<file path="src/rtl/pipe_hazard_unit.sv">
// Hazard controller for the 5-stage MIPS pipeline: shadow scoreboard, stall/flush control and EX forwarding.
// Build option: define HZ_FWD_EN for forwarding with load-use-only stalls; otherwise dependents stall until writeback.
module pipe_hazard_unit #(
  parameter int REG_AW     = 5,
  parameter int BR_RESOLVE = 3,
  parameter int CNT_W      = 16
) (
  input  logic              clock,
  input  logic              reset,
  input  logic              id_valid,
  input  logic [REG_AW-1:0] id_rs,
  input  logic [REG_AW-1:0] id_rt,
  input  logic              id_use_rs,
  input  logic              id_use_rt,
  input  logic [REG_AW-1:0] id_dst,
  input  logic              id_regw,
  input  logic              id_memr,
  input  logic              br_taken,
  output logic              pc_we,
  output logic              ifid_we,
  output logic              ifid_flush,
  output logic              idex_bubble,
  output logic              exmem_flush,
  output logic [1:0]        fwd_a,
  output logic [1:0]        fwd_b,
  output logic [CNT_W-1:0]  stall_cnt,
  output logic [CNT_W-1:0]  flush_cnt
);

`ifdef HZ_FWD_EN
  typedef struct packed {
    logic [REG_AW-1:0] rs;
    logic [REG_AW-1:0] rt;
    logic [REG_AW-1:0] dst;
    logic              regw;
    logic              memr;
  } exEnt_t;
`else
  typedef struct packed {
    logic [REG_AW-1:0] dst;
    logic              regw;
  } exEnt_t;
  logic unusedIdMemr;
  assign unusedIdMemr = id_memr;
`endif

  // Past EX only the producer fields matter, so later stages drop the source fields.
  typedef struct packed {
    logic [REG_AW-1:0] dst;
    logic              regw;
  } prodEnt_t;

  function automatic logic isProd(input logic vld, input logic regw,
                                  input logic [REG_AW-1:0] dst, input logic [REG_AW-1:0] r);
    return vld & regw & (dst == r) & (r != '0);
  endfunction

  function automatic logic [CNT_W-1:0] satInc(input logic [CNT_W-1:0] c);
    return (&c) ? c : c + CNT_W'(1);
  endfunction

  logic     brTk, stall, stallEff, issue, rsHit, rtHit;
  exEnt_t   idEnt, entry_p0;
  prodEnt_t exProd, entry_p1, entry_p2;
  logic     vld_p0, vld_p1, vld_p2;

`ifdef HZ_FWD_EN
  prodEnt_t entry_p3;
  logic     vld_p3;

  function automatic logic [1:0] fwdSel(input logic [REG_AW-1:0] r,
                                        input logic v1, input prodEnt_t e1,
                                        input logic v2, input prodEnt_t e2,
                                        input logic v3, input prodEnt_t e3);
    if (isProd(v1, e1.regw, e1.dst, r)) return 2'b01;
    if (isProd(v2, e2.regw, e2.dst, r)) return 2'b10;
    if (isProd(v3, e3.regw, e3.dst, r)) return 2'b11;
    return 2'b00;
  endfunction

  assign idEnt = '{rs: id_rs, rt: id_rt, dst: id_dst, regw: id_regw, memr: id_memr};
  assign rsHit = id_use_rs & entry_p0.memr & isProd(vld_p0, entry_p0.regw, entry_p0.dst, id_rs);
  assign rtHit = id_use_rt & entry_p0.memr & isProd(vld_p0, entry_p0.regw, entry_p0.dst, id_rt);
  assign fwd_a = vld_p0 ? fwdSel(entry_p0.rs, vld_p1, entry_p1, vld_p2, entry_p2, vld_p3, entry_p3) : 2'b00;
  assign fwd_b = vld_p0 ? fwdSel(entry_p0.rt, vld_p1, entry_p1, vld_p2, entry_p2, vld_p3, entry_p3) : 2'b00;
`else
  assign idEnt = '{dst: id_dst, regw: id_regw};
  assign rsHit = id_use_rs & (isProd(vld_p0, entry_p0.regw, entry_p0.dst, id_rs) |
                              isProd(vld_p1, entry_p1.regw, entry_p1.dst, id_rs) |
                              isProd(vld_p2, entry_p2.regw, entry_p2.dst, id_rs));
  assign rtHit = id_use_rt & (isProd(vld_p0, entry_p0.regw, entry_p0.dst, id_rt) |
                              isProd(vld_p1, entry_p1.regw, entry_p1.dst, id_rt) |
                              isProd(vld_p2, entry_p2.regw, entry_p2.dst, id_rt));
  assign fwd_a = 2'b00;
  assign fwd_b = 2'b00;
`endif

  // Branch is masked while in reset so every output shows its reset value immediately.
  assign brTk     = br_taken & reset;
  assign stall    = id_valid & (rsHit | rtHit);
  assign stallEff = stall & ~brTk;
  assign issue    = id_valid & ~stall & ~brTk;

  assign pc_we       = ~stallEff;
  assign ifid_we     = ~stallEff;
  assign ifid_flush  = brTk;
  assign idex_bubble = brTk | stall;
  assign exmem_flush = (BR_RESOLVE == 3) ? brTk : 1'b0;
  assign exProd      = '{dst: entry_p0.dst, regw: entry_p0.regw};

  always_ff @(posedge clock or negedge reset) begin
    if (!reset) begin
      vld_p0    <= 1'b0;
      vld_p1    <= 1'b0;
      vld_p2    <= 1'b0;
`ifdef HZ_FWD_EN
      vld_p3    <= 1'b0;
`endif
      stall_cnt <= '0;
      flush_cnt <= '0;
    end else begin
      vld_p0 <= issue;
      vld_p1 <= vld_p0 & ~exmem_flush;
      vld_p2 <= vld_p1;
`ifdef HZ_FWD_EN
      vld_p3 <= vld_p2;
`endif
      if (stallEff) stall_cnt <= satInc(stall_cnt);
      if (brTk)     flush_cnt <= satInc(flush_cnt);
    end
  end

  // ID -> EX -> MEM -> WB -> WB+1 shadow fields; bubbles load zeros
  always_ff @(posedge clock) begin
    entry_p0 <= issue ? idEnt : '0;
    entry_p1 <= exmem_flush ? '0 : exProd;
    entry_p2 <= entry_p1;
`ifdef HZ_FWD_EN
    entry_p3 <= entry_p2;
`endif
  end

endmodule

</file>
<file path="config.mk">
export PLATFORM = sky130hd
export DESIGN_NAME = pipe_hazard_unit
export DESIGN_NICKNAME = d
export VERILOG_FILES = /design/src/rtl/pipe_hazard_unit.sv
export SDC_FILE = /design/constraint.sdc
export NUM_CORES = 1
export LEC_CHECK = 0
export CAP_MARGIN = 40
export CORE_MARGIN = 5
export CORE_UTILIZATION = 45
export CTS_BUF_LIST = sky130_fd_sc_hd__clkbuf_4
export CTS_CLUSTER_SIZE = 30
export DETAILED_ROUTE_END_ITERATION = 10
export PLACE_DENSITY = 0.75
export SLEW_MARGIN = 20
export SYNTH_ARGS = -nofsm -noshare
export SYNTH_HDL_FRONTEND = slang
export SYNTH_SLANG_ARGS = --single-unit
</file>
<file path="constraint.sdc">
create_clock -name clock -period 2.63 [get_ports clock]
set_input_delay 0.3945 -clock clock [delete_from_list [all_inputs] [get_ports clock]]
set_output_delay 0.3945 -clock clock [all_outputs]
set_load 0.02 [all_outputs]
</file>
# Word level (Yosys, flattened, before mapping)

Cells that the tools add are included.

Bitwise logic cells: 34
Reduce and logical (&&, ||, !) cells: 6
Eq/ne operators: 6
$add $sub $neg: 2

Operator list:

| operator                                      | number |
|---|---|
| adder 16 x 1 -> 16 bit, second input constant | 2 |
| AND reduction 16 bit                          | 2 |
| equality test 5 bit                           | 6 |
| AND 1 bit                                     | 23 |
| nonzero test 5 bit                            | 2 |
| bitwise OR 1 bit                              | 6 |
| inverter 1 bit                                | 5 |
| AND reduction 2 bit                           | 2 |

Flip-flop bits (word level): 53
Word-level logic and storage cells: 59
Output and inout bits: 41

# Logic depth before layout (Yosys ltp)

Depth after elaboration: 11
Gate-level depth with buffers: 8
Gate-level depth less buffers: 7

# Worst setup path after synthesis

OpenSTA, ideal clock, no wires.

Kind: input to output
From: in br_taken
To: out pc_we
Stages: 7
Data arrival time: 1.635 ns
Setup slack: 0.601 ns
Cells stage by stage: nand2_1 clkbuf_1 nand2_2 buf_2 inv_1 nand2_1 buf_4

Longest elaborated chain between the ends: 4

Ends and longest elaborated chain:

| element        | line | text |
|---|---|---|
| from (decl)    | 18   | `input logic br_taken,` |
| AND 1 bit      | 99   | `assign brTk = br_taken & reset;` |
| inverter 1 bit | 101  | `assign stallEff = stall & ~brTk;` |
| AND 1 bit      | 101  |  |
| inverter 1 bit | --   |  |
| to (decl)      | 19   | `output logic pc_we,` |

No other way between the ends.

# Worst setup path in the final report

From: reg entry_p0[2] (netlist name)
To: out idex_bubble

Longest elaborated chain between the ends: 9
Elaborated cells between the ends (all ways): 15
Classes of those cells: 2 x eq/ne; 13 x bitwise

Ends and longest elaborated chain:

| element                             | line   | text |
|---|---|---|
| from (decl)                         | 63     | `exEnt_t idEnt, entry_p0;` |
| from (signal assigned)              | 135    | `entry_p0 <= issue ? idEnt : '0;` |
| equality test 5 bit                 | 55     | `return vld & regw & (dst == r) & (r != '0);` |
| AND 1 bit (2 in series)             | 55     |  |
| bitwise OR 1 bit (on tied branches) | 88, 91 |  |
| bitwise OR 1 bit (on tied branches) | 89, 92 |  |
| AND 1 bit (on tied branches)        | 88, 91 |  |
| bitwise OR 1 bit *                  | 100    | `assign stall = id_valid & (rsHit \| rtHit);` |
| AND 1 bit *                         | 100    |  |
| bitwise OR 1 bit *                  | 107    | `assign idex_bubble = brTk \| stall;` |
| to (decl)                           | 22     | `output logic idex_bubble,` |

Every way passes the cells marked *; elsewhere a longest branch is shown, timed or not.

==> impl_metrics.yaml <==
timing:
  final.min_clock_period_ps: 2390
  drv_slew: 0
  period_share_pct: 91.0
  relSlewSlack_pct: 62.2
  finalSetupViolations: 0
  clock_skew_ps: 11.5
  hold_violations: 0
  tightest_slew_ps: 562
  rsz0062_at_grt: "false"
  fmax_ghz: 0.418
  setup_ws_ps: 236
clocking:
  htreeDepth: 2
  cts_hold_buf: 0
  cts_buffers: 5
  clk_latency_ps: 360
  cts_buffer_depth: 2
  cts_root_buffer: "clkbuf_4"
  postCtsSetupRepairBufs: 0
  cts.sinks: 53
  path_clk_slew_ps: 140
  cts_tree: "built"
placed_design:
  io_buffers: 58
  dp_slack_ps: -431
  dp_hpwl_microns: 4370
  gp_congestion: 0.806
logic_synthesis:
  synth_cells: 244
  synth.most_common_cell: "xnor2_1"
  synth_cell_types: 34
  seq_area_frac_synth_pct: 45.8
  synth_top_cell_area_share_pct: 32.5
  yosysWarnings: 0
  synth_common_cells: "37 x xnor2_1, 35 x dfrtp_1, 22 x nand2_1"
  async_flop_share_pct: 66.0
  synthFlopType: "dfrtp_1"
  synth.avg_cell_area_sq_um: 11.1
  synth_area_leaders: "dfrtp_1 32%, dfxtp_1 13%, xnor2_1 12%, xor2_1 6.8%, nor4_2 4.6%"
  synth_seq_cells: 53
  netlist_area_sq_um: 2700
  synth_edf_count: 0
  yosysTopAreaCell: "dfrtp_1"
power:
  p_int_mw: 1.19
  leakage_nw: 1.52
  p_switching_mw: 0.508
  p_per_area_nw_per_um2: 484
  p_clk_share_pct: 21.0
  seq_power_share_pct: 56.3
  ir_worst_vdd_mv: 0.248
  swShare_pct: 30.0
  comb_power_share_pct: 22.7
floorplanning:
  rows: 28
  die_y_microns: 87.4
  dieWidth_microns: 87.4
  core-area_sq_um: 5890
  die_area_sq_um: 7640
  ios: 64
  initial_core_util_pct: 45.8
global_route:
  grt_overflow: 0
  antenna_found_initial: 0
  track_usage_pct: 16.1
  grt_max_degree: 36
  grt_pass1_vias: 2068
  grt_pass1_wl_microns: 9560
final_layout:
  syn_to_final_growth_pct: 29.7
  n_antenna_cell: 0
  final_nets: 338
  finish.utilization_pct: 59.4
  drive_gt1_share_pct: 18.2
route:
  drt-wirelength-per-cell_microns: 14.5
  drt-initial-drc-count: 61
  drc_errors: 0
  ant_nets: 0
  drtPass1Iterations: 4
  viasPerCell: 5.07
  vias: 1973
  wl_microns: 5640
setup_path:
  end_kind: "primary output"
  critPathLaunchType: "flop"
  critPathKind: "flop to primary output"
  cp.required_ps: 2240
  worstPathArrival_ps: 2000
  crit_path_max_fanout: 3
worst_hold_path:
  hold_path_class: "flop to flop"
run:
  maxCapViolCount: 0
status:
  status: "finished clean"
## registers in the layout, indices dropped and copies added (netlist names)
register	flops
entry_p0	6
entry_p1	6
entry_p2	6
flush_cnt	16
stall_cnt	16
vld_p0	1
vld_p1	1
vld_p2	1
## area by class of cell
cell class              count  area (sq um)
repair buffers             73           716
multi-input cells         176          1380
well taps                  75          93.8
clock buffers               6          45.0
flip-flops and latches     53          1240
fillers                   511          2390
clock inverters             2          10.0
inverters                   4          15.0
## logic make-up after synthesis
group / after synthesis / synth area share, %
flip-flops: 53 / 45.8
adder cells (fa/ha/maj): 2 / 0.928
multiplexers: 3 / 1.53
buffers and inverters: 18 / 4.50
other: 1 / 0.139
XOR/XNOR: 58 / 18.8
AND/OR/NAND/NOR: 104 / 26.2
AO/OA/AOI/OAI: 5 / 2.04
## per-stage QoR
stage | hold WS [ps] | cells | area, sq um | setup TNS, ps | total power [mW]
floorplan | 98.9 | 247 | 2710 | 0 | 1.16
global placement | 345 | 381 | 3390 | -1040 | 1.35
detailed placement | 344 | 381 | 3390 | -1460 | 1.36
CTS | 366 | 389 | 3470 | 0 | 1.71
global route | 374 | 389 | 3500 | 0 | 1.79
finish | 364 | 389 | 3500 | 0 | 1.69
## power groups by stage
stage          registers [mW]  logic [mW]  clock network (mW)
2_1_floorplan            1.01       0.144                   0
3_3_place_gp            0.967       0.383                   0
3_5_place_dp            0.971       0.389                   0
4_1_cts                 0.955       0.392               0.367
5_1_grt                 0.965       0.417               0.410
6_report                0.953       0.385               0.355
## metal layers
layer,global-route usage (%),part of all wire [%],up-vias
li1,-,-,965
met1,19.0,43,964
met2,28.2,52,38
met3,3.69,3.5,6
met4,6.14,1.5,0
met5,0,0,-
## timing repair
item	in CTS	in global routing
gates resized for setup	13	11
pin swaps	1	3
cloned	0	0
setup endpoints to repair	3	3
## worst max-delay path: stages, from the launching register on
cell,delay [ps]
dfxtp_1,410
xnor2_1,130
nand4_1,130
nor3_2,220
nor3_2,90
o22ai_2,220
nand2_1,90
nand2_1,70
clkdlybuf4s15_2,260
## path summary, 6_finish.rpt
path	cells past startpoint	slack, ps	startpoint	to
max	8	240	entry_p0[2]	idex_bubble
min	0	360	entry_p1[0]	entry_p2[0]
max reg2reg	7	580	flush_cnt[8]	flush_cnt[13]
min reg2reg	0	360	entry_p1[0]	entry_p2[0]
max in group asynchronous	2	1860	reset	stall_cnt[12]
min in group asynchronous	2	450	reset	flush_cnt[15]
## cells in the final DEF (no fill, tap or decap), types with 2 or more instances in the layout
cell / count
and2_1: 9
and3_1: 11
buf_4: 15
clkbuf_4: 6
clkdlybuf4s15_1: 2
clkdlybuf4s50_1: 45
conb_1: 4
dfrtp_1: 35
dfxtp_1: 18
dlymetal6s2s_1: 9
ha_1: 2
inv_1: 3
mux2_4: 2
nand2_1: 22
nand2_2: 2
nand2b_1: 2
nand3_1: 10
nand4_1: 14
nor2_1: 5
nor3_1: 3
nor3_2: 8
nor4_2: 10
nor4_4: 2
nor4b_2: 3
o21ai_2: 2
xnor2_1: 37
xor2_1: 21
Power figures use the tool's default switching activity.
